## config.mk

```make
export PLATFORM = sky130hd
export DESIGN_NAME = calc_op_sequencer
export DESIGN_NICKNAME = d
export VERILOG_FILES = /design/src/rtl/calc_op_sequencer.sv
export SDC_FILE = /design/constraint.sdc
export NUM_CORES = 1
export LEC_CHECK = 0
export ABC_AREA = 0
export BUFFER_PORTS_ARGS = -buffer_cell sky130_fd_sc_hd__buf_4
export CAP_MARGIN = 20
export CORE_MARGIN = 10
export CORE_UTILIZATION = 38
export DETAILED_ROUTE_END_ITERATION = 7
export PLACE_DENSITY = 0.59
export SETUP_SLACK_MARGIN = 0.05
export SLEW_MARGIN = 30
export SYNTH_ARGS = -nofsm -noshare
export SYNTH_HDL_FRONTEND = slang
export SYNTH_HIERARCHICAL = 1
export SYNTH_SLANG_ARGS = --single-unit
export TNS_END_PERCENT = 50
```

## constraint.sdc

```tcl
create_clock -name clk -period 2.6 [get_ports clk]
set_clock_uncertainty 0.2 [all_clocks]
set_input_delay 0.52 -clock clk [delete_from_list [all_inputs] [get_ports clk]]
set_output_delay 0.52 -clock clk [all_outputs]
set_load 0.1 [all_outputs]
```

## src/rtl/calc_op_sequencer.sv

```systemverilog
// Calculator operation sequencer: button debounce, operand/op registers, one-at-a-time unit sequencing.
// Optional WAIT watchdog enabled by defining CALC_TIMEOUT_EN.

module calc_btn_debounce #(
  parameter logic [15:0] CYCLES = 16'd50000
) (
  input  logic clk,
  input  logic reset_n,
  input  logic raw,
  output logic pulse
);
  logic s1, s2, level, armed;
  logic [15:0] cnt;
  logic accept;

  assign accept = (s2 != level) && (cnt == CYCLES - 16'd1);

  // Synchroniser resets high so a button held through reset never arms until seen released.
  always_ff @(posedge clk or negedge reset_n) begin
    if (!reset_n) begin
      s1    <= 1'b1;
      s2    <= 1'b1;
      level <= 1'b0;
      armed <= 1'b0;
      cnt   <= '0;
      pulse <= 1'b0;
    end else begin
      s1    <= raw;
      s2    <= s1;
      armed <= armed | ~s2;
      pulse <= accept & s2 & armed;
      if (s2 == level) cnt <= '0;
      else if (accept) begin
        level <= s2;
        cnt   <= '0;
      end else cnt <= cnt + 16'd1;
    end
  end
endmodule

module calc_op_sequencer #(
  parameter logic [15:0] DEBOUNCE_CYCLES = 16'd50000,
  parameter logic [7:0]  TIMEOUT_CYCLES  = 8'd255
) (
  input  logic       clk,
  input  logic       reset_n,
  input  logic [7:0] sw,
  input  logic [2:0] btn,
  output logic [2:0] op_sel,
  output logic [3:0] operand_a,
  output logic [3:0] operand_b,
  output logic [4:0] unit_start,
  input  logic [4:0] unit_done,
  input  logic [7:0] sum_in,
  input  logic [7:0] diff_in,
  input  logic [7:0] quot_in,
  input  logic [7:0] rem_in,
  input  logic [7:0] prod_in,
  input  logic [7:0] sqrt_in,
  output logic [7:0] result,
  output logic       result_valid,
  output logic       busy,
  output logic       err_divzero,
  output logic       err_timeout
);
  typedef enum logic [1:0] {IDLE, ISSUE, WAIT, LATCH} state_t;
  state_t state, state_nx, phase;

  logic [2:0] ev;
  logic       ev_adv, ev_load, ev_exec;
  logic [4:0] owner_mask;
  logic       owner_done, divz, timed_out;
  logic [7:0] sel_result;

  for (genvar i = 0; i < 3; i++) begin : g_db
    calc_btn_debounce #(.CYCLES(DEBOUNCE_CYCLES)) u_db (
      .clk(clk), .reset_n(reset_n), .raw(btn[i]), .pulse(ev[i])
    );
  end
  assign ev_adv  = ev[0];
  assign ev_load = ev[1];
  assign ev_exec = ev[2];

  // Quotient and remainder share the divider; sqrt unit takes {operand_b, operand_a}.
  always_comb begin
    owner_mask = 5'b00000;
    sel_result = 8'h00;
    case (op_sel)
      3'd0: begin owner_mask = 5'b00001; sel_result = sum_in;  end
      3'd1: begin owner_mask = 5'b00010; sel_result = diff_in; end
      3'd2: begin owner_mask = 5'b00100; sel_result = quot_in; end
      3'd3: begin owner_mask = 5'b01000; sel_result = prod_in; end
      3'd4: begin owner_mask = 5'b00100; sel_result = rem_in;  end
      3'd5: begin owner_mask = 5'b10000; sel_result = sqrt_in; end
      default: ;
    endcase
  end

  assign owner_done = |(unit_done & owner_mask);
  assign divz       = ((op_sel == 3'd2) || (op_sel == 3'd4)) && (operand_b == 4'd0);
  assign busy       = (state != IDLE);

`ifdef CALC_TIMEOUT_EN
  logic [7:0] wait_cnt;
  assign timed_out = (state == WAIT) && !owner_done && (wait_cnt == TIMEOUT_CYCLES - 8'd1);
  always_ff @(posedge clk or negedge reset_n) begin
    if (!reset_n)            wait_cnt <= '0;
    else if (state == ISSUE) wait_cnt <= '0;
    else if (state == WAIT)  wait_cnt <= wait_cnt + 8'd1;
  end
`else
  assign timed_out   = 1'b0;
  assign err_timeout = 1'b0;
`endif

  // LATCH occupies the cycle in which the owning done is seen, so the result lands one edge later.
  always_comb begin
    phase      = state;
    if (state == WAIT && owner_done) phase = LATCH;
    state_nx   = state;
    unit_start = 5'b00000;
    case (phase)
      IDLE:  if (ev_exec) state_nx = ISSUE;
      ISSUE: begin
        if (divz) state_nx = IDLE;
        else begin
          unit_start = owner_mask;
          state_nx   = WAIT;
        end
      end
      WAIT:  if (timed_out) state_nx = IDLE;
      LATCH: state_nx = IDLE;
      default: state_nx = IDLE;
    endcase
  end

  always_ff @(posedge clk or negedge reset_n) begin
    if (!reset_n) state <= IDLE;
    else          state <= state_nx;
  end

  always_ff @(posedge clk or negedge reset_n) begin
    if (!reset_n) begin
      op_sel       <= '0;
      operand_a    <= '0;
      operand_b    <= '0;
      result       <= '0;
      result_valid <= 1'b0;
      err_divzero  <= 1'b0;
`ifdef CALC_TIMEOUT_EN
      err_timeout  <= 1'b0;
`endif
    end else begin
      case (phase)
        IDLE: begin
          if (ev_load) begin
            operand_a <= sw[3:0];
            operand_b <= sw[7:4];
          end
          if (ev_adv) op_sel <= (op_sel == 3'd5) ? 3'd0 : op_sel + 3'd1;
          if (ev_exec) begin
            result_valid <= 1'b0;
            err_divzero  <= 1'b0;
`ifdef CALC_TIMEOUT_EN
            err_timeout  <= 1'b0;
`endif
          end
        end
        ISSUE: if (divz) begin
          result       <= 8'hFF;
          err_divzero  <= 1'b1;
          result_valid <= 1'b1;
        end
`ifdef CALC_TIMEOUT_EN
        WAIT: if (timed_out) begin
          result       <= 8'hEE;
          err_timeout  <= 1'b1;
          result_valid <= 1'b1;
        end
`endif
        LATCH: begin
          result       <= sel_result;
          result_valid <= 1'b1;
        end
        default: ;
      endcase
    end
  end
endmodule

```

# Word level (Yosys, flattened, before mapping)
# Index checks and enable logic that the tools add are counted.
[op_classes]
n_mux = 21
n_reduce_logical = 24
addsub = 4
bitwise = 17
n_eq_ne = 20
[ops]
columns = ["operator", "n"]
rows = [
  ["16-bit 2-to-1 mux", 6],
  ["16-bit by 1-bit adder with 16-bit output, second input constant", 3],
  ["16-bit == test, second input constant", 3],
  ["8-bit one-hot mux with 6 select lines", 1],
  ["5-bit one-hot mux with 5 select lines", 1],
  ["8-bit one-hot mux with 2 select lines", 1],
  ["2-bit AND reduction", 7],
  ["5-bit 2-to-1 mux", 2],
  ["8-bit 2-to-1 mux", 1],
  ["1-bit inverter", 7],
  ["1-bit AND", 6],
  ["2-bit == test, second input constant", 3],
  ["3-bit by 2-bit == test with 1-bit output, second input constant", 2],
  ["3-bit == test, second input constant", 2],
  ["2-bit 2-to-1 mux", 3],
  ["2-bit one-hot mux with 3 select lines", 1],
  ["3-bit AND reduction", 2],
  ["2-bit nonzero test", 3],
  ["5-bit AND", 1],
  ["1-bit logical AND", 5],
  ["5-bit OR reduction", 1],
  ["4-bit logical NOT", 1],
  ["3-bit by 1-bit adder with 3-bit output, second input constant", 1],
  ["1-bit == test", 3],
  ["other kinds (15)", 20],
]
[totals]
reg_bits = 86
inputBits = 66
wordCells = 111
out_inout_bits = 28

# Depth between registers and ports, before layout
[logic_depth]
ltp_word = 10
mapped_depth = 10
ltp_nobuf = 7

# Hierarchy
# Netlist, hierarchy kept.
[by_module_without_submodules]
columns = ["module", "area_each_um2", "cells_per_inst", "seq_area_each_um2", "instances"]
rows = [
  ["calc_btn_debounce", 1007.2, 93, 528.0, 3],
  ["calc_op_sequencer", 1452.6, 147, 575.6, 1],
]

# Worst setup path before layout
# No wires, ideal clock.
[synth_path]
path_kind = "reg2out"
startpoint = "register op_sel[2]"
endpoint = "output port unit_start[4]"
slack_ps = -2539
required_time_ps = 1880
stages_incl_launch_ff = 4
path_buffers = 1
arrival_time_ps = 4419
cell_sequence = "dfrtp_1 -> buf_2 -> clkinv_1 -> nor4_1"
[synth_between]
elab_chain_len = 9
elab_cells_between_ends = 17
cone_classes = "eq/ne: 6; mux: 4; bitwise: 1; reduce/logical: 6"
[synth_lines]
columns = ["element", "line", "text"]
rows = [
  ["from (decl)", "49", "output logic [2:0] op_sel,"],
  ["from (signal assigned)", "160", "if (ev_adv) op_sel <= (op_sel == 3'd5) ? 3'd0 : op_sel + 3'd1;"],
  ["3-bit by 2-bit == test with 1-bit output or 3-bit == test (tied branches)", "88, 100", ""],
  ["2-bit OR reduction (no source line)", "n/a", ""],
  ["5-bit one-hot mux with 5 select lines", "88", "case (op_sel)"],
  ["5-bit AND", "99", "assign owner_done = |(unit_done & owner_mask);"],
  ["5-bit OR reduction", "99", ""],
  ["1-bit logical AND", "119", "if (state == WAIT && owner_done) phase = LATCH;"],
  ["2-bit 2-to-1 mux", "119", ""],
  ["2-bit by 1-bit == test with 1-bit output", "122", "case (phase)"],
  ["5-bit 2-to-1 mux (*)", "122", ""],
  ["to (decl)", "52", "output logic [4:0] unit_start,"],
]
# Every way passes the cells marked *; elsewhere a longest branch is shown, timed or not.

# Worst setup path after layout
[layout_path]
startpoint = "register op_sel[2]"
endpoint = "output port unit_start[3]"
# The elaborated chain is that of the path after synthesis.

==> flow_summary.json <==
{
  "status": "completed",
  "powerDensity_mw_per_mm2": 553,
  "synth-seq-cells": 86,
  "maxSlewViolCount": 0,
  "cp_slowest_stage_delay_ns": 0.55,
  "cp_cell_sequence": "xnor2_2 > nor3b_2 > buf_4 > nor3b_4 > buf_12",
  "clk_pin_slew_ns": 0.06,
  "postSynthCellCount": 426,
  "yosysWarnings": 6,
  "initial_core_util": 0.390,
  "coreArea_sq_mm": 0.0115,
  "nets": 595,
  "gp_congestion": 0.823,
  "grt_pass1_wl_um": 18300,
  "cts_buffers": 9,
  "pre_cts_slack_ns": 0.339,
  "finalSetupViolations": 0,
  "synth_edf_count": 0,
  "avgRoutedWirePerCell_um": 16.4,
  "drcViolationCount": 0,
  "worstPathMaxFanout": 10,
  "synth_compound_area_frac": 0.0733,
  "yosys.area_share.simple": 0.253,
  "routed_wl_um": 11000,
  "syn_nets": 496,
  "rows": 39,
  "arrival_ns": 1.80,
  "syn2layout_area_growth_pct": 30.1,
  "dieWidth_um": 129,
  "endpoint_kind": "output pin",
  "power_mw": 3.22,
  "crit_path_start_kind": "flip-flop",
  "hold_path_class": "primary input to flip-flop",
  "drt_iter0_markers": 164,
  "synth-xor-area-share": 0.0861,
  "rsz0062_at_grt": "yes",
  "fp.dieArea_sq_mm": 0.0165,
  "worstSkewPairLatency_ns": 0.34,
  "synth_top_area_frac": 0.447,
  "dr.pass1.iters": 5,
  "critPathTopFamily": "flip-flops",
  "synth_top_family_by_area": "simple AND/OR/NAND/NOR gates",
  "crit_path_top_delay_cell": "dfrtp_4",
  "grt_max_degree": 63,
  "ant_nets": 0,
  "fin_crit_ns": 2.52,
  "port_buffers": 92,
  "synth_seq_area_share": 0.483,
  "critical_path_class": "flip-flop to output pin",
  "top_layer": "met4",
  "muxShareOfSynthArea": 0.0562,
  "leakage_nw": 2.50,
  "hold_violations": 0,
  "ff_latch_area_sq_mm": 0.00218,
  "p_seq_frac": 0.437,
  "vias": 3474,
  "drv_cap": 0,
  "die_h_um": 129,
  "cts_max_path_buffers": 2,
  "overflow": 0,
  "cts_root_buffer": "clkbuf_16",
  "multi_input_area_sq_mm": 0.00224,
  "worst-path-buf-inv": 2,
  "fillers": 1061,
  "synth_area_sq_mm": 0.00447,
  "met2WireLength_um": 5360,
  "p_comb_frac": 0.104,
  "drive_above_1_share": 0.374,
  "p_switching_mw": 0.758,
  "clkPwrFrac": 0.459,
  "fmax_ghz": 0.396,
  "ys_async_sr_fraction": 1.00,
  "syn-mean-instance-area_sq_um": 10.5,
  "synth_adder_area_share": 0.0112,
  "io_pins": 94,
  "grt.total_usage": 0.136,
  "swShare": 0.236,
  "met3_length_um": 463,
  "viasPerCell": 5.16,
  "ys_types": 50,
  "antenna_found_initial": 0,
  "fin_cells": 673,
  "cts.sinks": 86,
  "hpwl_um": 8190,
  "peakVddDrop_v": 0.000355,
  "cts_htree_levels": 3,
  "setup_slack_ns": 0.0771,
  "wl_met1_um": 5020,
  "netlist_top_cells_area": "dfrtp_1, xnor2_1, nor2_1, mux2_2, dfstp_2",
  "cp.required_ns": 1.88,
  "diodes": 0,
  "cts_tree": "done",
  "period_share": 0.970,
  "post-place-cells": 655,
  "intPower_mw": 2.46,
  "yosys_most_used_dff": "dfrtp_1",
  "grt_pass1_vias": 3563,
  "synth_area_leader_cell": "dfrtp_1"
}
==> cells in the mapped netlist, drive strengths merged (8+ instances only) <==
master,n
inv,16
buf,15
a21oi,13
o32a,8
mux2,17
nor3,22
xnor2,38
nand4,21
nor4,10
dfrtp,80
nand3,18
nor2,56
nand2,35
==> power by group through the flow <==
stage	sequential, mW	clock [mW]	combinational [mW]
final	1.40	1.48	0.336
after detailed placement	1.43	0	0.340
after global routing	1.41	1.57	0.360
after global placement	1.43	0	0.336
after CTS	1.40	1.52	0.342
after floorplan	1.55	0	0.0692
==> cells by family after synthesis <==
logic type                 after synthesis
other                                    1
adders and majority gates                4
buffers and inverters                   33
DFF                                     86
and+or+nand+nor                        193
AOI/OAI and AO/OA                       42
muxes                                   23
xor gates and xnor gates                44
==> stage by stage <==
step,area (sq um),setup TNS [ns],util,hold slack [ns]
floorplan,4600,-1.17,-,0.0244
finish,5820,0,0.508,0.0846
global route,5820,0,0.508,0.0759
global placement,5420,0,0.473,0.146
detailed placement,5420,0,0.473,0.147
CTS,5800,0,0.506,0.0711
==> metal layers <==
layer | vias to the layer above | track usage
met3 | 15 | 0.0337
met1 | 1703 | 0.176
met4 | 0 | 0.0550
li1 | 1705 | -
met5 | - | 0
met2 | 51 | 0.213
==> final timing paths <==
kind                            startpoint              end  slack (ns)  cells past startpoint
hold reg to reg            g_db[0].u_db/s1  g_db[0].u_db/s2        0.16                      0
setup reg to reg                 op_sel[2]        result[1]        0.41                      6
max in group asynchronous          reset_n  g_db[1].u_db/s2        1.07                      3
setup / recovery                 op_sel[2]    unit_start[3]        0.08                      5
hold / removal                      btn[1]  g_db[1].u_db/s1        0.08                      1
min in group asynchronous          reset_n        op_sel[0]        0.44                      2
==> final cells by class <==
class,count,share of cell area
clock buffer,12,0.0423
multi-input combinational,307,0.385
inverter,17,0.0120
sequential,86,0.374
tap,143,0.0307
timing repair buffer,104,0.140
clock inverter,4,0.0163
==> sequential cells by signal, indices dropped and copies added (netlist names) <==
register and cells:
op_sel 3, result_valid 1, g_db.u_db/s2 3, g_db.u_db/armed 3, err_divzero 1, g_db.u_db/pulse 3, g_db.u_db/s1 3, operand_b 4
operand_a 4, g_db.u_db/level 3, g_db.u_db/cnt 48, state 2, result 8
==> repair_timing <==
action	4_1_cts	5_1_grt
hold buffers	1	0
pin swaps	0	0
gates cloned	0	0
resized for setup	4	4
setup endpoints to repair	3	2
endpoints found under the hold margin	22	0
buffers inserted	1	0
==> layout by cell type, fill, tap and decap left out, types with 4 or more instances in the layout <==
cell / count
nor2_1: 52
nand4_1: 12
nor3b_2: 4
o32a_1: 8
dfrtp_1: 73
nand3_1: 18
dfrtp_2: 4
xor2_1: 6
nor2_2: 4
clkbuf_16: 9
nand2b_1: 4
nor4_2: 6
xnor2_1: 37
mux2_2: 17
nand4_2: 9
nor3_1: 22
nand2_1: 32
a22oi_1: 6
inv_1: 15
a21oi_1: 13
dfstp_2: 6
mux2i_1: 6
buf_4: 100
Note: power is estimated with default switching activity, not from simulation.
